--- config.mk ---
export PLATFORM = sky130hd
export DESIGN_NAME = mac_sequencer
export DESIGN_NICKNAME = d
export VERILOG_FILES = /design/src/rtl/mac_sequencer.sv
export SDC_FILE = /design/constraint.sdc
export NUM_CORES = 1
export LEC_CHECK = 0
export BUFFER_PORTS_ARGS = -buffer_cell sky130_fd_sc_hd__buf_2
export CORE_AREA = 2 2 64 66
export CTS_CLUSTER_SIZE = 16
export DETAILED_ROUTE_END_ITERATION = 10
export DIE_AREA = 0 0 66 68
export MAX_ROUTING_LAYER = met4
export PLACE_DENSITY = 0.86
export REMOVE_ABC_BUFFERS = 1
export SLEW_MARGIN = 10
export SYNTH_ARGS = -nofsm -noshare
export SYNTH_HDL_FRONTEND = slang
export SYNTH_SLANG_ARGS = --single-unit
--- constraint.sdc ---
create_clock -name clk -period 2.4 [get_ports clk]
set_clock_uncertainty 0.15 [all_clocks]
set_input_delay 0.12 -clock clk [delete_from_list [all_inputs] [get_ports clk]]
set_output_delay 0.12 -clock clk [all_outputs]
set_load 0.05 [all_outputs]
--- src/rtl/mac_sequencer.sv ---
// Sequences operand pairs through an external multiplier, one multiply at a time,
// and accumulates N_TERMS products into a dot-product result.
module mac_sequencer #(
   parameter int W       = 4,
   parameter int N_TERMS = 4,
   parameter int ACC_W   = 10,
   parameter int TIMEOUT = 32
) (
   input  logic               clk,
   input  logic               rst,
   input  logic               in_valid,
   output logic               in_ready,
   input  logic [W-1:0]       in_a,
   input  logic [W-1:0]       in_b,
   output logic               mul_start,
   output logic [W-1:0]       mul_a,
   output logic [W-1:0]       mul_b,
   input  logic [2*W-1:0]     mul_p,
   input  logic               mul_done,
   output logic               out_valid,
   input  logic               out_ready,
   output logic [ACC_W-1:0]   out_sum,
   output logic               err
);

   localparam int CW = (N_TERMS > 1) ? $clog2(N_TERMS) : 1;
   localparam int TW = (TIMEOUT > 1) ? $clog2(TIMEOUT) : 1;

   typedef enum logic [1:0] {IDLE, START, WAIT, OUT} state_t;

   state_t             state;
   state_t             state_d;
   logic [ACC_W-1:0]   acc;
   logic [ACC_W-1:0]   acc_sum;
   logic [CW-1:0]      count;
   logic [TW-1:0]      timer;
   logic               accept;
   logic               accum;
   logic               abort;
   logic               drain;
   logic               last;

   assign acc_sum = acc + ACC_W'(mul_p);
   assign last    = (count == CW'(N_TERMS - 1));

   always_ff @(posedge clk) begin
      if (!rst) state <= IDLE;
      else      state <= state_d;
   end

   always_comb begin
      state_d   = state;
      in_ready  = 1'b0;
      mul_start = 1'b0;
      out_valid = 1'b0;
      accept    = 1'b0;
      accum     = 1'b0;
      abort     = 1'b0;
      drain     = 1'b0;
      case (state)
         IDLE: begin
            in_ready = 1'b1;
            if (in_valid) begin
               accept  = 1'b1;
               state_d = START;
            end
         end
         START: begin
            mul_start = 1'b1;
            state_d   = WAIT;
         end
         WAIT: begin
            // a completion arriving on the final timer cycle still counts
            if (mul_done) begin
               accum   = 1'b1;
               state_d = last ? OUT : IDLE;
            end else if (timer == TW'(TIMEOUT - 1)) begin
               abort   = 1'b1;
               state_d = IDLE;
            end
         end
         OUT: begin
            out_valid = 1'b1;
            if (out_ready) begin
               drain   = 1'b1;
               state_d = IDLE;
            end
         end
         default: state_d = IDLE;
      endcase
   end

   always_ff @(posedge clk) begin
      if (!rst) begin
         acc     <= '0;
         count   <= '0;
         timer   <= '0;
         mul_a   <= '0;
         mul_b   <= '0;
         out_sum <= '0;
         err     <= 1'b0;
      end else begin
         if (accept) begin
            mul_a <= in_a;
            mul_b <= in_b;
         end
         if (state == START)     timer <= '0;
         else if (state == WAIT) timer <= timer + TW'(1);
         if (accum) begin
            acc   <= acc_sum;
            count <= count + CW'(1);
            if (last) out_sum <= acc_sum;
         end
         if (abort) begin
            acc   <= '0;
            count <= '0;
            err   <= 1'b1;
         end
         if (drain) begin
            acc   <= '0;
            count <= '0;
         end
      end
   end

endmodule

Word level (Yosys, flattened, before mapping). Index checks and enable logic that the tools add are counted.

Register bits: 38. Latch bits: 0. Memory bits (writable): 0. Memory bits (read-only): 0. Bits of input ports: 21. Output and inout bits: 22. Memories: 0.

Add/sub/neg operators: 3. Multipliers: 0. Divide/modulo/power cells: 0. Magnitude comparators: 0. Equality and inequality tests: 8. Shifts and indexed selects: 0. Muxes and demuxes: 18. Bitwise operators: 1. Reductions and logical operators: 5.

Operator list (number): two-way mux 1 bit (12); adder 10 x 8 -> 10 bit (1); two-way mux 2 bit (5); one-hot mux 2 bit (4 select lines) (1); == test 2 bit (second input constant) (3); adder 5 x 1 -> 5 bit (second input constant) (1); == test 5 bit (second input constant) (1); inequality test 2 bit (second input constant) (2); inequality test 3 bit (second input constant) (1); AND reduction 3 bit (1); OR reduction 3 bit (1); adder 2 x 1 -> 2 bit (second input constant) (1); == test 2 x 1 -> 1 bit (second input constant) (1); logical NOT 2 bit (1); AND reduction 2 bit (1); OR reduction 2 bit (1); inverter 1 bit (1).

Logic depth before layout (Yosys ltp).
Word-level depth: 5. Depth in mapped cells: 8. Mapped depth without buffers: 8.

Worst setup path after synthesis. OpenSTA, ideal clock, no wires.

Path type: flip-flop to flip-flop. Start point: register state[1]. End point: register mul_a[2]. Library setup time: 0.071 ns. Data arrival time: 1.796 ns. Required time: 2.179 ns. Setup slack: 0.384 ns. Stages on the path, launching flop included: 7. Period minus slack after synthesis: 2.016 ns. Cells stage by stage: dfxtp_1 -> buf_2 -> nor2_1 -> and2_1 -> clkbuf_1 -> nand2_1 -> a21oi_1.

Word-level cells in the longest chain between the ends: 2.

RTL lines: from (decl) (RTL line 31) `state_t state;`; from (signal assigned) (RTL line 48) `else state <= state_d;`; logical NOT 2 bit (RTL line 60) `case (state)`; two-way mux 1 bit (RTL line 60); to (signal assigned) (RTL line 104) `mul_a <= in_a;`; to (decl) (RTL line 16) `output logic [W-1:0] mul_a,`.

Every way passes these cells. A chain may end at the register's enable or synchronous reset.

Worst setup path in the final report.
Start point: register timer[0]. End point: register acc[7].

Word-level cells in the longest chain between the ends: 5.

RTL lines: from (decl) (RTL line 36) `logic [TW-1:0] timer;`; from (signal assigned) (RTL line 108) `else if (state == WAIT) timer <= timer + TW'(1);`; == test 5 bit (RTL line 77) `end else if (timer == TW'(TIMEOUT - 1)) begin`; two-way mux 1 bit (RTL line 77); two-way mux 1 bit (RTL line 74) `if (mul_done) begin`; two-way mux 1 bit (RTL line 60); OR reduction 3 bit (no line); to (signal assigned) (RTL line 110) `acc <= acc_sum;`; to (decl) (RTL line 33) `logic [ACC_W-1:0] acc;`.

Every way passes these cells.

==> results.ini <==
[synthesis]
synth_top_family_by_area = simple AND/OR/NAND/NOR gates
syn_area_um2 = 1940
synth-seq-cells = 38
yosysWarnings = 0
synthCells = 239
synthArstFlopShare_pct = 0
syn_area_per_cell_um2 = 8.13
synth_cell_type_count = 40
seq_area_frac_synth_pct = 39.2
synthSimpleGateAreaFrac_pct = 26.5
synthTopCellsByArea = dfxtp_1 39%, nand2_1 8.5%, a21oi_1 7.2%, ha_1 7.1%, nor2_1 3.5%
synth.top_cell.area_share_pct = 39.2
synth.area.mux_share_pct = 2.70
synth_xor_area_share_pct = 3.16
synth_top_area_cell = dfxtp_1
synth_compound_area_share_pct = 16.5
synth_edf_count = 0
ys.flop_type = dfxtp_1
synthTopCellsByCount = 44 x nand2_1, 38 x dfxtp_1, 28 x a21oi_1
synth_fa_ha_area_share_pct = 8.11
yosysMostFrequentCell = nand2_1

[cts]
cts-buffers-inserted = 5
clk_pin_slew_ns = 0.07
cts_tree = built
clock_latency_ns = 0.30
cts_resized = 0
cts_num_sinks = 38
post_cts_buffers = 0
ctsLongestPathBuffers = 2
cts_hold_buf = 9
clockRootBuffer = clkbuf_8
htree_levels = 2

[global_routing]
grt_pass1_wl_um = 7090
antenna_found_initial = 0
track_usage_pct = 21.2
grt-ovfl-total = 0
grt_max_degree = 17
grt_pass1_vias = 1591

[job]
cap_violations = 0

[die]
core_area_um2 = 3860
start_util_pct = 50.4
num_rows = 23
io_pins = 43
dieWidth_um = 66
die_area_um2 = 4490
chipHeight_um = 68

[power_and_ir_drop]
finalPower_uw = 1770
max-vdd-ir-drop_mv = 0.432
cellLeakagePower_uw = 0.00108
powerDensity_nw_per_um2 = 730

[placed_design]
port_buffers = 42
place_congestion = 0.873
hpwlAfterDp_um = 3070

[routing]
first_pass_iters = 4
route.detailed.drc = 0
drtIter0Drc = 114
ant_nets = 0
finalWirelength_um = 4520
num_vias = 1820
avgRoutedWirePerCell_um = 13.4
viasPerCell = 5.38

[layout]
area_growth_pct = 24.8
finalNetCount = 320
final.fill_count = 329
drive_above_1_share_pct = 21.2
n_antenna_cell = 0

[setup_path]
crit_path_start_kind = flip-flop
cp.arrival_ns = 2.34
crit_fanout = 12
required_ns = 2.50
worst_setup_path_end_kind = flip-flop
criticalPathCategory = reg -> reg
r2r_slack_ns = 0.16

[sta]
tightest_slew_ns = 0.517
fin_crit_ns = 2.24
final_min_period_over_clock_period_pct = 93.5
final.setup.tns_ns = 0
rsz0062_at_grt = false
whs_ns = 0.0141
final-hold-violation-count = 0
max_slew_margin_pct = 65.5
setup_viol = 0
fmax_mhz = 446
slew_viol_final = 0

[hold_path]
hold_class = in -> reg

[run_status]
status = complete, no violations

metrics by stage:
step | cell area (um^2) | utilization [%] | instances | setup WS (ns)
floorplan | 1880 | - | 224 | 0.376
global placement | 2190 | 56.8 | 321 | 0.262
detailed placement | 2190 | 56.8 | 321 | 0.209
CTS | 2420 | 62.9 | 338 | 0.171
global route | 2420 | 62.9 | 338 | 0.0209
finish | 2420 | 62.9 | 338 | 0.156
where the power goes:
group          switching, uW  leakage (uW)  internal (uW)  total [uW]
registers               34.0      0.000308            666         700
clock network            236     0.0000714            443         679
logic                    256      0.000704            134         390
placed cells by master, fill, tap and decap left out, drive strengths merged, types with 2 or more instances in the layout:
cell type	instances
nand2b	4
clkbuf	6
o211ai	2
nand3	10
and3	3
dlygate4sd3	9
xor2	4
xnor2	3
or4	2
mux2i	3
ha	11
a31oi	4
nor3	3
bufinv	2
nor3b	4
inv	3
buf	47
nand2	45
nor2	18
nand3b	3
a21oi	28
and2	3
a211oi	5
nand4	4
dfxtp	38
mux2	2
a21o	4
o21ai	4
or3	3
worst max-delay path, stage by stage, from the launching register on:
cell,delay (ns)
dfxtp_1,0.34
ha_1,0.23
and3_1,0.19
ha_1,0.18
and4bb_2,0.24
nand3b_1,0.42
nor3_1,0.29
mux2i_1,0.10
nand2_1,0.06
state kept, by name, indices dropped and copies added, names as in the netlist:
name	flops
mul_b	4
acc	10
timer	5
err	1
count	2
mul_a	4
out_sum	10
state	2
layer usage:
metal  share of wire (%)  global-route usage (%)  wire length, um  vias to the layer above
li1                    -                       -                -                      926
met1                  44                    25.4             2000                      848
met2                  51                    36.1             2280                       40
met3                 4.0                    5.59              181                        6
met4                 1.1                    4.59               48                        0
met5                   0                       -                0                        -
worst paths after layout:
kind,cells after the start,startpoint,end
worst min-delay path,3,in_valid,state[1]$_SDFFE_PN0P_
worst min register to register,2,out_sum[8]$_SDFFE_PN0P_,out_sum[8]$_SDFFE_PN0P_
worst max-delay path,8,timer[0]$_SDFFE_PP0P_,acc[7]$_SDFFE_PP0P_
worst max register to register,8,timer[0]$_SDFFE_PP0P_,acc[7]$_SDFFE_PP0P_
logic make-up (layout without fill, tap and decap cells):
logic type / after synthesis / count (layout)
AO/OA/AOI/OAI: 52 / 52
XOR/XNOR: 7 / 7
adder cells (fa/ha/maj): 12 / 12
buffers and inverters: 19 / 68
flip-flops: 38 / 38
multiplexers: 5 / 5
AND/OR/NAND/NOR: 106 / 106
cell type report:
class                           count  area [um^2]  area share [%]
Inverter                            4         15.0           0.619
Sequential cell                    38          761            31.4
Clock buffer                        6         82.6            3.41
Tap cell                           50         62.6            2.58
Clock inverter                      2         60.1            2.48
Multi-Input combinational cell    182         1110            45.6
Timing Repair Buffer               56          338            13.9
Power figures use the tool's default switching activity.
